File: src/rtl/decode_pkg.sv
// Shared constants, types and the instruction decoder for the decode/issue stage.
// Optional build macro DECODE_WB_BYPASS_EN is consumed by decode_scoreboard.
package decode_pkg;

  localparam int INSTR_W = 24;
  localparam int REG_AW  = 5;
  localparam int DATA_W  = 4;
  localparam int NREGS   = 1 << REG_AW;

  localparam logic [3:0] OP_STORE  = 4'hC;
  localparam logic [3:0] OP_BRANCH = 4'hD;
  localparam logic [3:0] OP_NOP    = 4'hE;
  localparam logic [3:0] OP_HALT   = 4'hF;

  localparam int OPC_LO = 20;
  localparam int RD_LO  = 15;
  localparam int RS1_LO = 10;
  localparam int RS2_LO = 5;
  localparam int IMM_LO = 0;

  typedef enum logic [1:0] {ST_EMPTY, ST_FULL, ST_HALTED} state_e;

  typedef struct packed {
    logic [3:0]        opcode;
    logic [REG_AW-1:0] rs1;
    logic [REG_AW-1:0] rs2;
    logic [REG_AW-1:0] rd;
    logic              use1;
    logic              use2;
    logic              we;
    logic [DATA_W-1:0] imm;
  } dec_t;

  // Unused address fields are forced to zero so downstream never sees stale bits.
  function automatic dec_t decode(input logic [INSTR_W-1:0] ins);
    dec_t d;
    d        = '0;
    d.opcode = ins[OPC_LO +: 4];
    d.imm    = ins[IMM_LO +: DATA_W];
    if (!d.opcode[3]) begin
      d.use1 = 1'b1; d.use2 = 1'b1; d.we = 1'b1;
    end else if (d.opcode[3:2] == 2'b10) begin
      d.use1 = 1'b1; d.we = 1'b1;
    end else if (d.opcode == OP_STORE || d.opcode == OP_BRANCH) begin
      d.use1 = 1'b1; d.use2 = 1'b1;
    end
    d.rs1 = d.use1 ? ins[RS1_LO +: REG_AW] : '0;
    d.rs2 = d.use2 ? ins[RS2_LO +: REG_AW] : '0;
    d.rd  = d.we   ? ins[RD_LO  +: REG_AW] : '0;
    return d;
  endfunction

endpackage

File: src/rtl/decode_scoreboard.sv
// In-flight destination tracker with hazard lookup for two sources and one destination.
// DECODE_WB_BYPASS_EN: lookups see the current-cycle writeback as already cleared.
module decode_scoreboard
  import decode_pkg::*;
(
  input  logic              clock,
  input  logic              reset_n,
  input  logic              set_en,
  input  logic [REG_AW-1:0] set_reg,
  input  logic              clr_en,
  input  logic [REG_AW-1:0] clr_reg,
  input  logic [REG_AW-1:0] rs1,
  input  logic              use1,
  input  logic [REG_AW-1:0] rs2,
  input  logic              use2,
  input  logic [REG_AW-1:0] rd,
  input  logic              use_rd,
  output logic              hazard
);

  logic [NREGS-1:0] sb_q, sb_d, set_mask, clr_mask, view;

  always_comb begin
    set_mask = set_en ? (NREGS'(1) << set_reg) : '0;
    clr_mask = clr_en ? (NREGS'(1) << clr_reg) : '0;
    // Set is applied after clear so a same-cycle set/clear of one bit leaves it set.
    sb_d     = (sb_q & ~clr_mask) | set_mask;
`ifdef DECODE_WB_BYPASS_EN
    view     = sb_q & ~clr_mask;
`else
    view     = sb_q;
`endif
    hazard   = (use1 & view[rs1]) | (use2 & view[rs2]) | (use_rd & view[rd]);
  end

  always_ff @(posedge clock or negedge reset_n) begin
    if (!reset_n) sb_q <= '0;
    else          sb_q <= sb_d;
  end

endmodule

File: src/rtl/decode_issue.sv
// Decode/issue stage: one-entry instruction buffer, EMPTY/FULL/HALTED FSM, RAW/WAW stall.
// Build option DECODE_WB_BYPASS_EN enables same-cycle writeback bypass in the scoreboard.
module decode_issue
  import decode_pkg::*;
(
  input  logic               clock,
  input  logic               reset_n,
  input  logic               in_valid,
  output logic               in_ready,
  input  logic [INSTR_W-1:0] in_instr,
  output logic               out_valid,
  input  logic               out_ready,
  output logic [3:0]         out_opcode,
  output logic [REG_AW-1:0]  read_register1,
  output logic [REG_AW-1:0]  read_register2,
  output logic [REG_AW-1:0]  write_register,
  output logic               reg_write,
  output logic [DATA_W-1:0]  out_imm,
  input  logic               wb_valid,
  input  logic [REG_AW-1:0]  wb_reg,
  output logic               halted
);

  state_e state_q;
  dec_t   dec_q, dec_in;
  logic   hazard, issue, is_halt;

  assign dec_in = decode(in_instr);

  decode_scoreboard u_sb (
    .clock   (clock),
    .reset_n (reset_n),
    .set_en  (issue & dec_q.we),
    .set_reg (dec_q.rd),
    .clr_en  (wb_valid),
    .clr_reg (wb_reg),
    .rs1     (dec_q.rs1),
    .use1    (dec_q.use1),
    .rs2     (dec_q.rs2),
    .use2    (dec_q.use2),
    .rd      (dec_q.rd),
    .use_rd  (dec_q.we),
    .hazard  (hazard)
  );

  assign is_halt   = (dec_q.opcode == OP_HALT);
  assign out_valid = (state_q == ST_FULL) && !hazard;
  assign issue     = out_valid && out_ready;
  // HALT issue must not accept a follower that would then be silently dropped.
  assign in_ready  = (state_q == ST_EMPTY) || (issue && !is_halt);
  assign halted    = (state_q == ST_HALTED);

  assign out_opcode     = dec_q.opcode;
  assign read_register1 = dec_q.rs1;
  assign read_register2 = dec_q.rs2;
  assign write_register = dec_q.rd;
  assign reg_write      = dec_q.we;
  assign out_imm        = dec_q.imm;

  always_ff @(posedge clock or negedge reset_n) begin
    if (!reset_n) begin
      state_q <= ST_EMPTY;
      dec_q   <= '0;
    end else begin
      case (state_q)
        ST_EMPTY: if (in_valid) begin
          dec_q   <= dec_in;
          state_q <= ST_FULL;
        end
        ST_FULL: if (issue) begin
          if (is_halt)       state_q <= ST_HALTED;
          else if (in_valid) dec_q   <= dec_in;
          else               state_q <= ST_EMPTY;
        end
        default: state_q <= ST_HALTED;
      endcase
    end
  end

endmodule
File: config.mk
export PLATFORM = sky130hd
export DESIGN_NAME = decode_issue
export DESIGN_NICKNAME = d
export VERILOG_FILES = /design/src/rtl/decode_pkg.sv /design/src/rtl/decode_scoreboard.sv /design/src/rtl/decode_issue.sv
export SDC_FILE = /design/constraint.sdc
export NUM_CORES = 1
export LEC_CHECK = 0
export BUFFER_PORTS_ARGS = -buffer_cell sky130_fd_sc_hd__buf_4
export CAP_MARGIN = 20
export CORE_MARGIN = 5
export CORE_UTILIZATION = 60
export DETAILED_ROUTE_END_ITERATION = 8
export GPL_TIMING_DRIVEN = 0
export PLACE_DENSITY = 0.85
export SYNTH_ARGS = -nofsm -noshare
export SYNTH_HDL_FRONTEND = slang
export SYNTH_SLANG_ARGS = --single-unit
File: constraint.sdc
create_clock -name clock -period 5.79 [get_ports clock]
set_clock_uncertainty 0.2 [all_clocks]
set_input_delay 0.2895 -clock clock [delete_from_list [all_inputs] [get_ports clock]]
set_output_delay 0.2895 -clock clock [all_outputs]
set_load 0.01 [all_outputs]
==> metrics, run 1 <==
syn_nets 334; Vias 3065; hold path start in_instr[22]; DP Worst Slack 2389 ps; cell area after synthesis 3438 sq um; R2R Setup Slk 2490 ps; layout cells sized above 1 31.71%; clock sink count 60; RD Place Congestion 0.9276; Reg-to-Reg Start read_register1[2]; met2 routed WL around 4800 um; Yosys top cell area share a little over two fifths; Post-Syn Area per Cell 11.46 sq um; Main synth FF type dfrtp_1; Die Width 85.70 um; DRC viols 0; CP Cell Sequence clkbuf_1, mux4_2, mux4_2, o221ai_2, nand3_1, buf_2, o22ai_1, buf_4; core area ~5500 sq um; area post-placement 3971 sq um; Worst Hold Class input pin to flip-flop; Reg2Reg Depth 7; Synth Warn # 0; Worst setup EP type output pin; first-pass GRT wire length roughly 17000 um; initial DRC count 334; IO Pins about 60; worst-skew pair later-pin latency 350 ps; CP max FO 10; DP Wirelength 7051 um; Final Net Count 421; Tmin final 3818 ps; vias in the first global route 3251; Slew @ Worst Pin a little under 800 ps; setup TNS 0 ps; CP max-delay cell mux4_2; relative slew slack 48.57%; fill count roughly 330; post-DR vias/cell ~6.6; final instance area 4344 sq um; CP Class flip-flop to output pin; first drt pass iteration count 5; Buf/Inv on CP 3; WL/cell 21.45 um; dpl cells about 430; Power Total 0.9626 mW; # resized after CTS 0; FF-to-FF End u_sb.sb_q[4]; WHS Endpoint out_opcode[2]; initial antenna violation count 0; largest net degree at the start of global routing 61; worst hold stages 2; clock slew at reported path FFs 70 ps; H-tree Lvls 3; power per cell area about 220 nW/um^2; post-route worst setup slack 1972 ps; Commonest cells post-synth dfrtp_1, o21ai_0, o31ai_1; final period utilization between 60% and 70%; delay-heaviest family, CP buffers and inverters; top cells by area, synth dfrtp_1, mux4_2, o31ai_1; Total Routed Length between 9000 and 10000 um; Lkg Pwr just over 2 nW; RSZ-0062 raised after global routing false; status complete, no violations; Setup violations, final 0; GRT Residual Overflow 0; die area roughly 7300 sq um; critical path's largest stage delay 500 ps; Layout Cells excl Fill 463; Root Buffer clkbuf_8; highest metal used met4; Mapped Cells 300; worst vdd ir 0.1483 mV; GRT Overall Usage 29.10%; Port-buffer cells 59; Die Span Y 85.70 um; CTS Hold Bufs 17; clock buffer depth 2; Startpoint Class flip-flop; EDFF count, synth 0; Max-Cap Viols 0; Metal-1 WL 3717 um; fmax 0.2619 GHz; Synth Register Bits 60; cts bufs inserted 9; TritonCTS clock tree built; Crit path required time 5300 ps; Rows 27; ANT nets after route 0; Final Max Slew Viols 0; area leader, netlist dfrtp_1; Starting Density 62.06%; asr flop ratio synth 100.0%; area growth from synthesis to layout 26.35%; library cells used by synthesis 34; most used cell, CP mux4_2; Worst Path Arrival 3330 ps; Routed met3 length 1043 um; antenna fix cells 0; final hold vios 0; setup bufs post-CTS 0; worst hold slack 1.387 ps; final core occ 78.41%; top-count cell post-synth dfrtp_1; sequential area share after synthesis 43.67%
[state kept, by name, indices dropped and copies added (netlist names)]
register,cells
u_sb.sb_q,32
dec_q,2
write_register,5
read_register2,5
state_q,2
out_opcode,4
read_register1,5
out_imm,4
reg_write,1
[power by group]
part / switching [mW] / internal [mW] / total [mW]
logic: 0.0669 / 0.0597 / 0.127
registers: 0.0131 / 0.430 / 0.443
clock network: 0.161 / 0.232 / 0.393
total: 0.241 / 0.722 / 0.963
[per-layer routing]
metal	GRT usage [%]	vias to the layer above
met5	0	-
met4	14.68	0
met3	5.283	37
met2	45.90	211
met1	38.81	1492
li1	-	1325
[how the worst max path moves through the flow]
stage | cells past startpoint | startpoint | endpoint | slack, ps
2_1_floorplan | 7 | read_register1[1] | in_ready | 2930
3_3_place_gp | 8 | read_register1[2] | in_ready | 2460
3_5_place_dp | 8 | read_register1[2] | in_ready | 2390
4_1_cts | 8 | read_register1[2] | in_ready | 1970
5_1_grt | 9 | write_register[0] | in_ready | 1800
6_report | 8 | read_register1[2] | in_ready | 1970
[cell families after synthesis]
| logic type | synth area share (%) |
|---|---|
| flip-flops | 43.67 |
| multiplexers | 26.64 |
| AO/OA/AOI/OAI | 15.79 |
| AND/OR/NAND/NOR | 9.898 |
| buffers and inverters | 4.003 |
[worst reg2reg max path: cells and delay by family (launching register included)]
family	cells	cell delay, ps
simple gates	1	390
compound gates	2	540
buf+inv	2	790
mux	2	920
flops	1	350
[cells in the final DEF (no fill, tap or decap), types with 2 or more instances in the layout]
cell type      instances
dlygate4sd3_1         17
dfrtp_1               60
o31ai_1               34
mux4_2                23
nand4_1                3
buf_2                  8
o21ai_0               35
nand4b_1               2
clkbuf_8              12
inv_1                 18
nand2b_1               9
nand3_1                9
mux2i_1               21
mux2_2                10
mux2_4                 5
clkbuf_1               4
nand2_1               29
buf_4                 59
or2_2                  2
nor2b_1                3
o22ai_1                3
nor2_1                 8
buf_6                  2
[area by class of cell]
cell class | count | area, sq um | area share [%]
inverters | 18 | 67.56 | 1.555
multi-input cells | 210 | 1799 | 41.42
repair buffers | 76 | 613.1 | 14.11
flip-flops and latches | 60 | 1501 | 34.56
clock buffers | 14 | 172.7 | 3.975
clock inverters | 1 | 30.03 | 0.6912
plain buffers | 12 | 70.07 | 1.613
well taps | 72 | 90.09 | 2.074
No activity file was read; power rests on OpenSTA's default activity.
==> inputs of run 2 (changes only) <==
--- a/config.mk
+++ b/config.mk
@@ -5,13 +5,14 @@
 export SDC_FILE = /design/constraint.sdc
 export NUM_CORES = 1
 export LEC_CHECK = 0
+export ABC_AREA = 1
 export BUFFER_PORTS_ARGS = -buffer_cell sky130_fd_sc_hd__buf_4
 export CAP_MARGIN = 20
 export CORE_MARGIN = 5
-export CORE_UTILIZATION = 60
+export CORE_UTILIZATION = 58
 export DETAILED_ROUTE_END_ITERATION = 8
 export GPL_TIMING_DRIVEN = 0
-export PLACE_DENSITY = 0.85
+export PLACE_DENSITY = 0.81
 export SYNTH_ARGS = -nofsm -noshare
 export SYNTH_HDL_FRONTEND = slang
 export SYNTH_SLANG_ARGS = --single-unit
==> constraint.sdc (replaced) <==
create_clock -name clock -period 3.62 [get_ports clock]
set_clock_uncertainty 0.2 [all_clocks]
set_input_delay 0.181 -clock clock [delete_from_list [all_inputs] [get_ports clock]]
set_output_delay 0.181 -clock clock [all_outputs]
set_load 0.01 [all_outputs]
==> run 2 against run 1 <==
Cell count rose by 78%. Combinational power rose to 18 times the previous value. Routed wire length rose by 39%. Clock power rose by 93%. Die area rose by 19%. Highest routed layer unchanged. Worst setup slack got worse by 1100 ps. Utilization fell by 3.9 points. Sequential cell count did not move. Critical path depth rose by 1.
==> metrics, run 2 <==
area leader, netlist dfrtp_1; Final Net Count 759; Layout Cells excl Fill 826; first drt pass iteration count 9; CP Cell Sequence clkbuf_1, clkinv_1, nand3_1, nand3_2, nand2_1, nor2_4, nand3_1, nand2_1, buf_4; Worst Hold Class input pin to flip-flop; Worst Path Arrival approximately 2300 ps; first-pass GRT wire length 22180 um; commonest non-fill, non-tap cell in the layout nand2_1; Synth Register Bits 60; DP Wirelength 9468 um; power per cell area 862.9 nW/um^2; post-DR vias/cell 5.746; Yosys top cell area share 37.29%; Rows 30; Final Max Slew Viols 0; CP Class flip-flop to output pin; Mapped Cells roughly 630; clock buffer depth 2; IO Pins 61; status complete, no violations; H-tree Lvls 3; Worst setup EP type output pin; dpl cells 786; die area 8709 sq um; largest net degree at the start of global routing 61; Port-buffer cells 57; EDFF count, synth 0; TritonCTS clock tree built; vias in the first global route approximately 4400; ANT nets after route 0; Main synth FF type dfrtp_1; worst-skew pair later-pin latency 350 ps; Tmin final 2714 ps; fill count approximately 500; cell area after synthesis 4026 sq um; Commonest cells post-synth nand2_1, nand3_1, dfrtp_1; most frequent cells in the layout nand2_1, nand3_1, buf_4, dfrtp_1, nor2_1; Lkg Pwr 2.681 nW; Root Buffer clkbuf_8; final instance area 5061 sq um; sequential area share after synthesis between 30% and 40%; Setup violations, final 0; cts bufs inserted 9; worst vdd ir 0.4596 mV; library cells used by synthesis 24; clock slew at reported path FFs 80 ps; fmax 0.3684 GHz; Startpoint Class flip-flop; CP max FO 10; # resized after CTS 0; Max-Cap Viols 0; GRT Residual Overflow 0; WL/cell 16.65 um; Die Width 93.32 um; final hold vios 0; relative slew slack 48.23%; top cells by area, synth dfrtp_1, nand2_1, nand3_1; setup TNS 0 ps; critical path's largest stage delay 450 ps; Vias about 4700; Synth Warn # 0; Crit path required time 3240 ps; area growth from synthesis to layout 25.70%; layout cells sized above 1 14.79%; core area 6794 sq um; area post-placement 4574 sq um; antenna fix cells 0; Die Span Y 93.32 um; asr flop ratio synth 100.0%; RD Place Congestion 0.9917; DRC viols 0; syn_nets 667; initial antenna violation count 0; max reg flops 32; final period utilization 74.98%; RSZ-0062 raised after global routing false; Total Routed Length roughly 14000 um; Power Total 4.367 mW; Post-Syn Area per Cell 6.361 sq um; Largest Register u_sb.sb_q; top-count cell post-synth nand2_1; initial DRC count 481; GRT Overall Usage 32.66%; Starting Density roughly three fifths; clock sink count 60; Slew @ Worst Pin roughly 780 ps; CP max-delay cell clkbuf_1
run 2: changes by cell type after synthesis, moves of 5 or more:
cell,previous run,this run
clkbuf_1,2,13
mux2_2,10,0
buf_6,2,9
nand3_1,9,109
nor2_1,8,45
mux2i_1,21,0
nand2b_1,9,0
nand4_1,3,9
inv_1,18,43
mux2_4,5,0
nand2_1,29,275
o31ai_1,34,0
mux4_2,23,0
run 2: worst paths after layout:
check / from / cells past startpoint / slack [ps] / end
worst min register to register: out_imm[0] / 2 / 290 / out_imm[0]
min in group asynchronous: reset_n / 2 / 250 / u_sb.sb_q[6]
worst max register to register: write_register[4] / 10 / 1060 / read_register1[1]
worst max-delay path: write_register[4] / 9 / 910 / in_ready
worst min-delay path: in_instr[10] / 5 / 2 / read_register1[0]
max in group asynchronous: reset_n / 2 / 2460 / read_register2[0]
run 2: repair_timing:
item | CTS | global route
endpoints found under the setup margin | 0 | 0
buffers inserted | 0 | 0
hold endpoints to repair | 85 | 0
hold buffers | 24 | 0
run 2: metrics by stage:
stage / setup WS, ps / utilization, % / hold slack [ps]
after floorplan: 1505 / - / -314.6
after global placement: 1191 / 67.33 / 86.65
after detailed placement: 1133 / 67.33 / 103.4
after CTS: 986.0 / 74.49 / 1.342
after global routing: 751.3 / 74.49 / 12.68
final: 905.6 / 74.49 / 1.896
run 2: worst max-delay path: cells and delay by family (launching register included):
kind	cells	cell delay, ps
buffers and inverters	3	1010
flip-flops	1	380
AND/OR/NAND/NOR	6	590
run 2: logic make-up after synthesis:
group           count (synthesis)  synth area share [%]
compound gates                 34                 4.444
buf+inv                        81                 9.820
flops                          60                 37.29
simple gates                  458                 48.45
run 2: where the power goes:
group / internal, mW / switching [mW]
sequential: 0.944 / 0.368
clock: 0.460 / 0.297
combinational: 0.865 / 1.43
total: 2.27 / 2.10
run 2: metal layers:
layer | vias to the layer above | routed length, um | global-route usage (%)
met2 | 289 | 6501 | 50.98
met1 | 2206 | 5555 | 43.98
met3 | 50 | 1237 | 6.677
met5 | - | 0 | 0
met4 | 0 | 461 | 14.04
li1 | 2201 | - | -
run 2: area by class of cell:
| class | count | area (sq um) | area share [%] |
|---|---|---|---|
| Buffer | 33 | 212.7 | 4.203 |
| Tap cell | 96 | 120.1 | 2.373 |
| Sequential cell | 60 | 1501 | 29.67 |
| Multi-Input combinational cell | 492 | 2130 | 42.08 |
| Clock inverter | 7 | 122.6 | 2.423 |
| Inverter | 48 | 182.7 | 3.609 |
| Clock buffer | 9 | 123.9 | 2.447 |
| Timing Repair Buffer | 81 | 668.1 | 13.20 |
